**src/rtl/rx_frame_sequencer.sv**
```systemverilog
// Receive frame sequencer: walks SFD -> DA -> L/T -> DATA -> CRC verdict, counts bytes and collects errors.
// Status (frame_len, err_vec, good/bad pulse) is registered one cycle after the terminating cycle; no backpressure.
module rx_frame_sequencer #(
  parameter int BYTES     = 8,
  parameter int LEN_W     = 14,
  parameter int MIN_LEN   = 64,
  parameter int MAX_LEN   = 1518,
  parameter int JUMBO_LEN = 9018,
  parameter int CRC_TO    = 16
) (
  input  logic                   rxclk,
  input  logic                   reset,
  input  logic                   recv_enable,
  input  logic                   get_sfd,
  input  logic                   beat_valid,
  input  logic                   last_beat,
  input  logic [$clog2(BYTES):0] beat_bytes,
  input  logic                   local_invalid,
  input  logic                   get_error_code,
  input  logic                   tagged_frame,
  input  logic [15:0]            lt_field,
  input  logic                   jumbo_enable,
  input  logic                   crc_check_valid,
  input  logic                   crc_check_invalid,
  output logic                   start_da,
  output logic                   start_lt,
  output logic                   start_data_cnt,
  output logic                   start_tagged_cnt,
  output logic                   receiving_frame,
  output logic                   recv_end,
  output logic                   wait_crc_check,
  output logic                   good_frame_get,
  output logic                   bad_frame_get,
  output logic                   status_valid,
  output logic [LEN_W-1:0]       frame_len,
  output logic [6:0]             err_vec,
  output logic                   sfd_overrun
);

  localparam int TO_W = $clog2(CRC_TO + 1);

  typedef enum logic [5:0] {
    IDLE     = 6'b000001,
    DA       = 6'b000010,
    LT       = 6'b000100,
    DATA     = 6'b001000,
    CRC_WAIT = 6'b010000,
    DROP     = 6'b100000
  } state_t;

  state_t            state, state_nxt;
  logic [LEN_W-1:0]  cnt, cnt_add, len_now;
  logic [LEN_W:0]    inc, sum;
  logic [6:0]        err_acc, err_nxt, end_err, last_err;
  logic [TO_W-1:0]   crc_tmr;
  logic              in_rx, end_fire, clr;
  logic              too_long, runt, len_err;
  logic [31:0]       len32, tag_add, max_len, exp_a, exp_b, exp_len;

  // Byte counter: full beats add BYTES, the closing beat adds its valid bytes; saturates.
  assign inc     = last_beat ? (LEN_W+1)'(beat_bytes) : (LEN_W+1)'(BYTES);
  assign sum     = {1'b0, cnt} + inc;
  assign cnt_add = sum[LEN_W] ? {LEN_W{1'b1}} : sum[LEN_W-1:0];
  assign in_rx   = (state == DA) || (state == LT) || (state == DATA);
  assign len_now = (in_rx && beat_valid) ? cnt_add : cnt;

  assign len32    = 32'(len_now);
  assign tag_add  = tagged_frame ? 32'd4 : 32'd0;
  assign max_len  = jumbo_enable ? 32'(JUMBO_LEN) : 32'(MAX_LEN) + tag_add;
  assign exp_a    = 32'(lt_field) + 32'd18 + tag_add;
  assign exp_b    = 32'(MIN_LEN) + tag_add;
  assign exp_len  = (exp_a > exp_b) ? exp_a : exp_b;
  assign too_long = len32 > max_len;
  assign runt     = len32 < 32'(MIN_LEN);
  assign len_err  = (lt_field <= 16'd1500) && (len32 != exp_len);
  assign last_err = {2'b00, len_err, runt, 3'b000};

  assign start_da         = (state == DA);
  assign start_lt         = (state == LT);
  assign start_data_cnt   = (state == DATA) && !tagged_frame;
  assign start_tagged_cnt = (state == DATA) && tagged_frame;
  assign receiving_frame  = in_rx;
  assign recv_end         = !in_rx;
  assign wait_crc_check   = (state == CRC_WAIT);

  always_comb begin
    state_nxt = state;
    err_nxt   = err_acc;
    end_err   = err_acc;
    end_fire  = 1'b0;
    clr       = 1'b0;
    case (state)
      IDLE: begin
        if (get_sfd && recv_enable) begin
          state_nxt = DA;
          clr       = 1'b1;
          err_nxt   = '0;
        end
      end
      DA, LT: begin
        if (beat_valid) begin
          if (last_beat) begin
            state_nxt = CRC_WAIT;
            err_nxt   = err_acc | last_err;
          end else begin
            state_nxt = (state == DA) ? LT : DATA;
          end
        end
      end
      DATA: begin
        if (get_error_code) begin
          end_err   = err_acc | 7'b0000001;
          err_nxt   = end_err;
          end_fire  = 1'b1;
          state_nxt = IDLE;
        end else if (local_invalid || (beat_valid && too_long)) begin
          end_err = err_acc | {4'b0000, beat_valid && too_long && !local_invalid, local_invalid, 1'b0};
          err_nxt = end_err;
          // An abort on the closing beat has nothing left to drop, so it ends here.
          if (beat_valid && last_beat) begin
            end_fire  = 1'b1;
            state_nxt = IDLE;
          end else begin
            state_nxt = DROP;
          end
        end else if (beat_valid && last_beat) begin
          state_nxt = CRC_WAIT;
          err_nxt   = err_acc | last_err;
        end
      end
      CRC_WAIT: begin
        if (crc_check_invalid) begin
          end_err   = err_acc | 7'b0100000;
          end_fire  = 1'b1;
          state_nxt = IDLE;
        end else if (crc_check_valid) begin
          end_fire  = 1'b1;
          state_nxt = IDLE;
        end else if (crc_tmr == TO_W'(CRC_TO - 1)) begin
          end_err   = err_acc | 7'b1000000;
          end_fire  = 1'b1;
          state_nxt = IDLE;
        end
      end
      DROP: begin
        if (beat_valid && last_beat) begin
          end_fire  = 1'b1;
          state_nxt = IDLE;
        end
      end
      default: state_nxt = IDLE;
    endcase
  end

  always_ff @(posedge rxclk or posedge reset) begin
    if (reset) begin
      state          <= IDLE;
      cnt            <= '0;
      err_acc        <= '0;
      crc_tmr        <= '0;
      status_valid   <= 1'b0;
      good_frame_get <= 1'b0;
      bad_frame_get  <= 1'b0;
      frame_len      <= '0;
      err_vec        <= '0;
      sfd_overrun    <= 1'b0;
    end else begin
      state          <= state_nxt;
      err_acc        <= err_nxt;
      cnt            <= clr ? '0 : len_now;
      crc_tmr        <= (state == CRC_WAIT) ? crc_tmr + TO_W'(1) : '0;
      status_valid   <= end_fire;
      good_frame_get <= end_fire && (end_err == 7'd0);
      bad_frame_get  <= end_fire && (end_err != 7'd0);
      sfd_overrun    <= get_sfd && ((state == CRC_WAIT) || (state == DROP));
      if (end_fire) begin
        frame_len <= len_now;
        err_vec   <= end_err;
      end
    end
  end

endmodule
```
**config.mk**
```make
export PLATFORM = sky130hd
export DESIGN_NAME = rx_frame_sequencer
export DESIGN_NICKNAME = d
export VERILOG_FILES = /design/src/rtl/rx_frame_sequencer.sv
export SDC_FILE = /design/constraint.sdc
export NUM_CORES = 1
export LEC_CHECK = 0
export BUFFER_PORTS_ARGS = -buffer_cell sky130_fd_sc_hd__clkbuf_2
export CORE_ASPECT_RATIO = 0.9
export CORE_UTILIZATION = 28
export CTS_CLUSTER_DIAMETER = 50
export CTS_CLUSTER_SIZE = 10
export DETAILED_ROUTE_END_ITERATION = 6
export GPL_ROUTABILITY_DRIVEN = 0
export GPL_TIMING_DRIVEN = 0
export PLACE_DENSITY = 0.44
export SKIP_LAST_GASP = 1
export SYNTH_ARGS = -nofsm -noshare
export SYNTH_HDL_FRONTEND = slang
export SYNTH_SLANG_ARGS = --single-unit
```
**constraint.sdc**
```tcl
create_clock -name rxclk -period 4.51 [get_ports rxclk]
set_input_delay 0 -clock rxclk [delete_from_list [all_inputs] [get_ports rxclk]]
set_output_delay 0 -clock rxclk [all_outputs]
set_load 0.005 [all_outputs]
```
==> key figures, run 1 <==
Outcome
  • Outcome: complete, no violations

Worst setup path
  • Worst Path Max Fanout: 9
  • CP Buf/Inv Count: 2
  • Worst path slowest cell: or4b_1
  • CP endpoint kind: flop
  • Critical path's largest stage delay: between 0.6 and 0.7 ns
  • CP Launch Type: flop
  • Crit Path Category: reg2reg
  • Worst R2R Start: state[1]$_DFFE_PP0P_
  • WP data required: ~4.7 ns
  • Reg2reg end: frame_len[11]$_DFFE_PP0P_
  • CP cell instances: xor2_2 -> o2111ai_4 -> or4b_1 -> mux2i_2 -> inv_2 -> ha_1 -> and3_1 -> o2111ai_1 -> a2111o_1 -> a221oi_4 -> o21ai_4 -> clkinv_4 -> mux2_1
  • Top delay family on crit path: compound AO/OA/AOI/OAI gates
  • Internal reg-to-reg setup slack: just under 0.2 ns
  • R2R cell count: 13
  • Critical path data arrival time: 4.50 ns

Yosys
  • Async SR Flop Fraction: between 90% and 100%
  • Register area share after synthesis: between 30% and 40%
  • Ranking of synthesized cells by area: dfrtp_1 (34%), ha_1 (5.1%), nand2_1 (4.3%), xnor2_1 (4.0%), nor2_1 (3.7%)
  • Post-synth top flop: dfrtp_1
  • Synth warn: 0
  • Post-synth EDFFs: 0
  • #FFs+latches synth: 55
  • Synthesized net count: about 480
  • Synth Instances: between 400 and 500
  • Synth Cell Area: approximately 0.0039 sq mm
  • Commonest cells post-synth: dfrtp_1 (54), nand2_1 (45), nor2_1 (39)
  • Top-area cell type share of the netlist area: 34.45%
  • Yosys cell types: 80
  • Post-synth top area cell: dfrtp_1
  • Syn_area_per_cell: 9.143 sq um
  • Count leader, synth: dfrtp_1

Detailed routing
  • DRT Pass-1 Iters: 4
  • Routed vias: roughly 3600
  • DRC viols: 0
  • Number of routed nets with antenna violations: 0
  • Vias/cell: about 5.2
  • Drt initial violations: about 230
  • Avg WL per Cell: approximately 17 microns
  • Routed WL: roughly 12000 microns

Clocking
  • CTS clk-pin slew, worst paths: around 0.080 ns
  • # clock sinks: 55
  • Root buf cell: clkbuf_16
  • CTS buffer count: 5
  • CTS max path bufs: 2
  • CTS tree: done
  • H-tree lvl count: 2
  • Worst-Skew Late Latency: approximately 0.30 ns

GRT
  • Antenna violations before repair: 0
  • GRT Total Usage: 16.46%
  • Number of global-route vias before repair: about 3300
  • Largest net degree at the start of global routing: 34
  • GR Overflow Total: 0
  • Global-route wire length before repair: 18660 microns

STA
  • Final period util: a little over nine tenths
  • RSZ-0062 raised after global routing: yes
  • Max Clock Skew: between 0.01 and 0.015 ns
  • Min Tclk post-route: between 4 and 5 ns
  • Setup TNS: 0 ns
  • Max-slew headroom: 47.70%
  • F_max: approximately 230 MHz
  • Hold Violations, Final: 0
  • # setup viols final: 0
  • Slew Viols, Final: 0
  • Slew @ Worst Pin: slightly below 0.8 ns

Power and ir drop
  • Leakage: roughly 2.2 nW
  • Peak supply drop: ~0.00021 V
  • Cell Pwr Density: 396.9 mW/mm^2

Die
  • Die Y: about 110 microns
  • Die Area: approximately 0.014 sq mm
  • Ports: 64
  • Die W: between 100 and 150 microns
  • Core area: approximately 0.014 sq mm
  • Core Rows: 40
  • Initial Utilization: 29.03%

Layout
  • Layout Nets: 559
  • Synth-to-layout area growth: 22.90%
  • Share of post-route cells with drive strength above 1: 23.53%
  • Final core utilization: 35.68%
  • Diode count: 0

Hold path
  • Hold Crit Start: recv_enable
  • Worst Hold Endpoint: state[0]$_DFFE_PP1P_
  • Hold path depth: 3
  • Hold Path Class: in2reg

Run
  • Max_cap viols: 0

Placed design
  • DPL Wire Length: roughly 9000 microns
  • I/O Buffers: between 50 and 60
## metal layers
metal	GRT usage (%)	vias to the layer above	part of all wire [%]
met5	0	-	0
met4	1.905	0	0.68
met3	2.383	5	3.8
met2	25.82	59	45
met1	24.57	1745	51
li1	-	1742	-
## through the flow
step / instance area [sq um] / setup WS, ns / instances / hold WS, ns / power, mW
after CTS: 4697 / 0.01349 / 670 / 0.03123 / 1.880
after global placement: 4423 / -0.3143 / 655 / 0.2642 / 1.426
final: 4821 / 0.1937 / 678 / 0.03934 / 1.913
after detailed placement: 4451 / -0.3335 / 656 / 0.1922 / 1.436
after floorplan: 3923 / 0.4840 / 429 / 0.03110 / 1.162
after global routing: 4821 / -0.01228 / 678 / 0.05514 / 2.041
## layout by cell type (no fill, tap or decap), types with 6 or more instances in the layout
| cell type | netlist | final |
|---|---|---|
| a21oi_1 | 23 | 22 |
| and2_1 | 10 | 10 |
| and3_1 | 7 | 6 |
| buf_4 | 0 | 10 |
| clkbuf_1 | 10 | 9 |
| clkbuf_2 | 0 | 58 |
| dfrtp_1 | 54 | 54 |
| ha_1 | 16 | 16 |
| inv_1 | 14 | 13 |
| mux2_1 | 7 | 7 |
| nand2_1 | 45 | 45 |
| nand3_1 | 10 | 9 |
| nor2_1 | 39 | 39 |
| nor2b_1 | 10 | 10 |
| nor3_1 | 8 | 8 |
| o2111ai_1 | 7 | 6 |
| o21ai_0 | 11 | 11 |
| o21ai_1 | 10 | 9 |
| xnor2_1 | 18 | 18 |
| xor2_1 | 8 | 8 |
## registers in the layout, indices dropped and copies added (netlist names)
register / count
bad_frame_get: 1
cnt: 14
crc_tmr: 5
err_acc: 5
err_vec: 7
frame_len: 14
good_frame_get: 1
sfd_overrun: 1
state: 6
status_valid: 1
## final cells by class
cell class                      count  area [sq um]
Timing Repair inverter              1         6.256
Inverter                           17         68.82
Clock inverter                      1         7.507
Buffer                             12         58.81
Clock buffer                        7         152.6
Tap cell                          168         210.2
Fill cell                        1398          8692
Timing Repair Buffer               73         432.9
Sequential cell                    55          1378
Multi-Input combinational cell    344          2506
## worst register-to-register path, delay by kind of cell, from the launching register on
family | cells | cell delay (ns)
multiplexers | 2 | 0.58
AO/OA/AOI/OAI | 5 | 1.46
XOR/XNOR | 1 | 0.34
adder cells (fa/ha/maj) | 1 | 0.30
AND/OR/NAND/NOR | 2 | 0.81
buffers and inverters | 2 | 0.24
flip-flops | 1 | 0.47
## repair_timing
action | in CTS | in global routing
setup endpoints to repair | 28 | 26
pin swaps | 2 | 6
hold buffers | 4 | 0
cloned | 0 | 1
hold endpoints to repair | 35 | 0
gates resized for setup | 6 | 14
buffers inserted | 3 | 7
## how the worst max path moves through the flow
| stage | start | slack (ns) | depth (start not counted) | to |
|---|---|---|---|---|
| after detailed placement | cnt[0]$_DFF_PP0_ | -0.33 | 15 | frame_len[4]$_DFFE_PP0P_ |
| after CTS | cnt[3]$_DFF_PP0_ | 0.01 | 14 | frame_len[11]$_DFFE_PP0P_ |
| after floorplan | cnt[0]$_DFF_PP0_ | 0.48 | 15 | frame_len[1]$_DFFE_PP0P_ |
| after global placement | cnt[0]$_DFF_PP0_ | -0.31 | 15 | frame_len[7]$_DFFE_PP0P_ |
| after global routing | state[5]$_DFFE_PP0P_ | -0.01 | 13 | frame_len[11]$_DFFE_PP0P_ |
| final | state[1]$_DFFE_PP0P_ | 0.19 | 13 | frame_len[11]$_DFFE_PP0P_ |
## cells by family after synthesis
| group | after synthesis | synth area share, % |
|---|---|---|
| AOI/OAI and AO/OA | 108 | 20.77 |
| buffers and inverters | 30 | 3.190 |
| xor gates and xnor gates | 28 | 6.794 |
| adders and majority gates | 18 | 6.124 |
| muxes | 16 | 4.529 |
| and+or+nand+nor | 174 | 23.48 |
| DFF | 55 | 35.12 |
## power by group
| part | internal, mW | switching (mW) |
|---|---|---|
| clock network | 0.237 | 0.188 |
| logic | 0.339 | 0.477 |
| registers | 0.590 | 0.0817 |
| total | 1.17 | 0.747 |
No activity file was read; power rests on OpenSTA's default activity.
==> inputs of run 2 (changes only) <==
ABC_CLOCK_PERIOD_IN_PS = 4510   (was unset)
CORE_UTILIZATION = 35   (was 28)
PLACE_DENSITY = 0.53   (was 0.44)
==> key figures, run 2 (synthesis results as in run 1) <==
STA
  • Setup TNS: 0 ns
  • RSZ-0062 raised after global routing: yes
  • Max Clock Skew: 0.01152 ns
  • # setup viols final: 0
  • Final period util: approximately 100%
  • Slew Viols, Final: 0
  • Worst hold margin: roughly 0.036 ns
  • Min Tclk post-route: 4.387 ns
  • Hold Violations, Final: 0
  • F_max: roughly 230 MHz
  • Max-slew headroom: between 50% and 60%
  • Slew @ Worst Pin: roughly 0.7 ns
  • Final WS setup: between 0.1 and 0.15 ns

GRT
  • M3 GR Usage: around 2.8%
  • GRT Total Usage: 19.52%
  • GR Overflow Total: 0
  • Number of global-route vias before repair: around 3300
  • Antenna violations before repair: 0
  • Busiest grt layer: met2
  • Global-route wire length before repair: 17500 microns
  • Largest net degree at the start of global routing: 33
  • Routing usage on met2: a little under a third
  • GR met1 Demand/Resource: approximately 28%

Layout
  • Commonest non-fill, non-tap cell in the layout: clkbuf_2
  • Post-route cell area: about 0.0047 sq mm
  • Regs by FF count: cnt: 14 flops, frame_len: 14 flops, err_vec: 7 flops
  • Most frequent cells in the layout: clkbuf_2 (58), dfrtp_1 (54), nand2_1 (45), nor2_1 (39), a21oi_1 (23)
  • FILL cells: approximately 1100
  • Post-Layout Cell Count: 656
  • Final core utilization: ~43%
  • Diode count: 0
  • Synth-to-layout area growth: 19.78%
  • Layout Nets: between 500 and 600
  • Share of post-route cells with drive strength above 1: between 20% and 30%

Clocking
  • CTS buffer count: 5
  • H-tree lvl count: 2
  • CTS max path bufs: 2
  • CTS clk-pin slew, worst paths: roughly 0.07 ns
  • CTS tree: done
  • Root buf cell: clkbuf_16
  • # clock sinks: 55
  • Worst-Skew Late Latency: ~0.3 ns

Worst setup path
  • Setup crit end: state[2]$_DFFE_PP0P_
  • Reg2reg end: state[2]$_DFFE_PP0P_
  • CP endpoint kind: flop
  • Internal reg-to-reg setup slack: 0.12 ns
  • Worst R2R Start: cnt[0]$_DFF_PP0_
  • Worst path slowest cell: mux2_2
  • CP Launch Type: flop
  • R2R cell count: 15
  • Critical path data arrival time: roughly 4.6 ns
  • CP cell instances: ha_1 -> fa_1 -> and3_1 -> o211a_1 -> nand3_1 -> mux2_2 -> ha_1 -> a21oi_1 -> nand2_1 -> o21a_1 -> a221oi_4 -> a221oi_4 -> nor4_2 -> a2bb2oi_2 -> mux2_4
  • Worst Path Max Fanout: 5
  • Crit path from: cnt[0]$_DFF_PP0_
  • Critical path's largest stage delay: just over 0.4 ns
  • WP data required: 4.70 ns
  • Crit Path Category: reg2reg

Power and ir drop
  • Post-layout power: approximately 1.8 mW
  • Cell Pwr Density: just under 400 mW/mm^2
  • Leakage: 2.215 nW
  • Peak supply drop: roughly 0.00017 V

Detailed routing
  • DRT Pass-1 Iters: 4
  • Routed vias: ~3500
  • Avg WL per Cell: roughly 16 microns
  • Number of routed nets with antenna violations: 0
  • Drt initial violations: between 200 and 250
  • DRC viols: 0
  • Routed WL: 10640 microns
  • Vias/cell: 5.296

Placed design
  • Cell Area, Placed: 0.004423 sq mm
  • DPL Wire Length: ~8300 microns
  • I/O Buffers: a little under 60
  • Setup WS pre-CTS: -0.3155 ns
  • Placed Instances: between 600 and 700

Die
  • Initial Utilization: approximately 36%
  • Core Rows: 36
  • Die Y: ~100 microns
  • Ports: between 60 and 70
  • Die Area: 0.01164 sq mm
  • Die W: roughly 110 microns
  • Core area: ~0.011 sq mm

Outcome
  • Outcome: complete, no violations

Hold path
  • Hold Path Class: in2reg

Run
  • Max_cap viols: 0
[run 2: cell count changes in the layout (fill, tap and decap cells not counted), sizes merged]
| cell | previous run | this run |
|---|---|---|
| buf | 14 | 9 |
| clkbuf | 74 | 72 |
| clkinv | 1 | 2 |
[run 2: final cells by class]
class | instances | area (sq um) | area share (%)
clock inverters | 3 | 23.77 | 0.5060
inverters | 17 | 68.82 | 1.465
well taps | 152 | 190.2 | 4.048
plain buffers | 12 | 55.05 | 1.172
flip-flops and latches | 55 | 1378 | 29.32
repair buffers | 68 | 387.9 | 8.256
clock buffers | 5 | 125.1 | 2.663
multi-input cells | 344 | 2470 | 52.57
[run 2: report_power, final]
| part | switching (mW) | internal (mW) | leakage [nW] |
|---|---|---|---|
| clock | 0.191 | 0.209 | 0.0717 |
| sequential | 0.0771 | 0.590 | 0.745 |
| combinational | 0.456 | 0.312 | 1.40 |
| total | 0.724 | 1.11 | 2.22 |
[run 2: how the worst min path moves through the flow]
stage | start | end | slack [ns] | cells past startpoint
after CTS | recv_enable | state[0]$_DFFE_PP1P_ | 0.02 | 3
after global routing | recv_enable | state[0]$_DFFE_PP1P_ | 0.06 | 3
after detailed placement | reset | frame_len[8]$_DFFE_PP0P_ | 0.14 | 2
after floorplan | tagged_frame | start_data_cnt | 0.03 | 1
after global placement | get_sfd | sfd_overrun$_DFF_PP0_ | 0.27 | 2
final | recv_enable | state[0]$_DFFE_PP1P_ | 0.04 | 3
[run 2: critical path, delay by kind of cell (launching register included)]
family | cells | cell delay [ns]
flip-flops | 1 | 0.39
multiplexers | 2 | 0.73
AND/OR/NAND/NOR | 4 | 0.75
AO/OA/AOI/OAI | 6 | 1.42
adder cells (fa/ha/maj) | 3 | 0.95
[run 2: repair_timing]
item                                    in CTS  in global routing
pin swaps                                    2                  4
endpoints found under the setup margin      27                 27
resized for setup                            3                  5
endpoints found under the hold margin       33                  0
buffers inserted                             2                  3
hold buffers                                 4                  0
[run 2: routing by layer]
metal  up-vias  wire [microns]
met3         7             350
met2        58            4782
met4         0              91
met5         -               0
met1      1684            5414
li1       1725               -
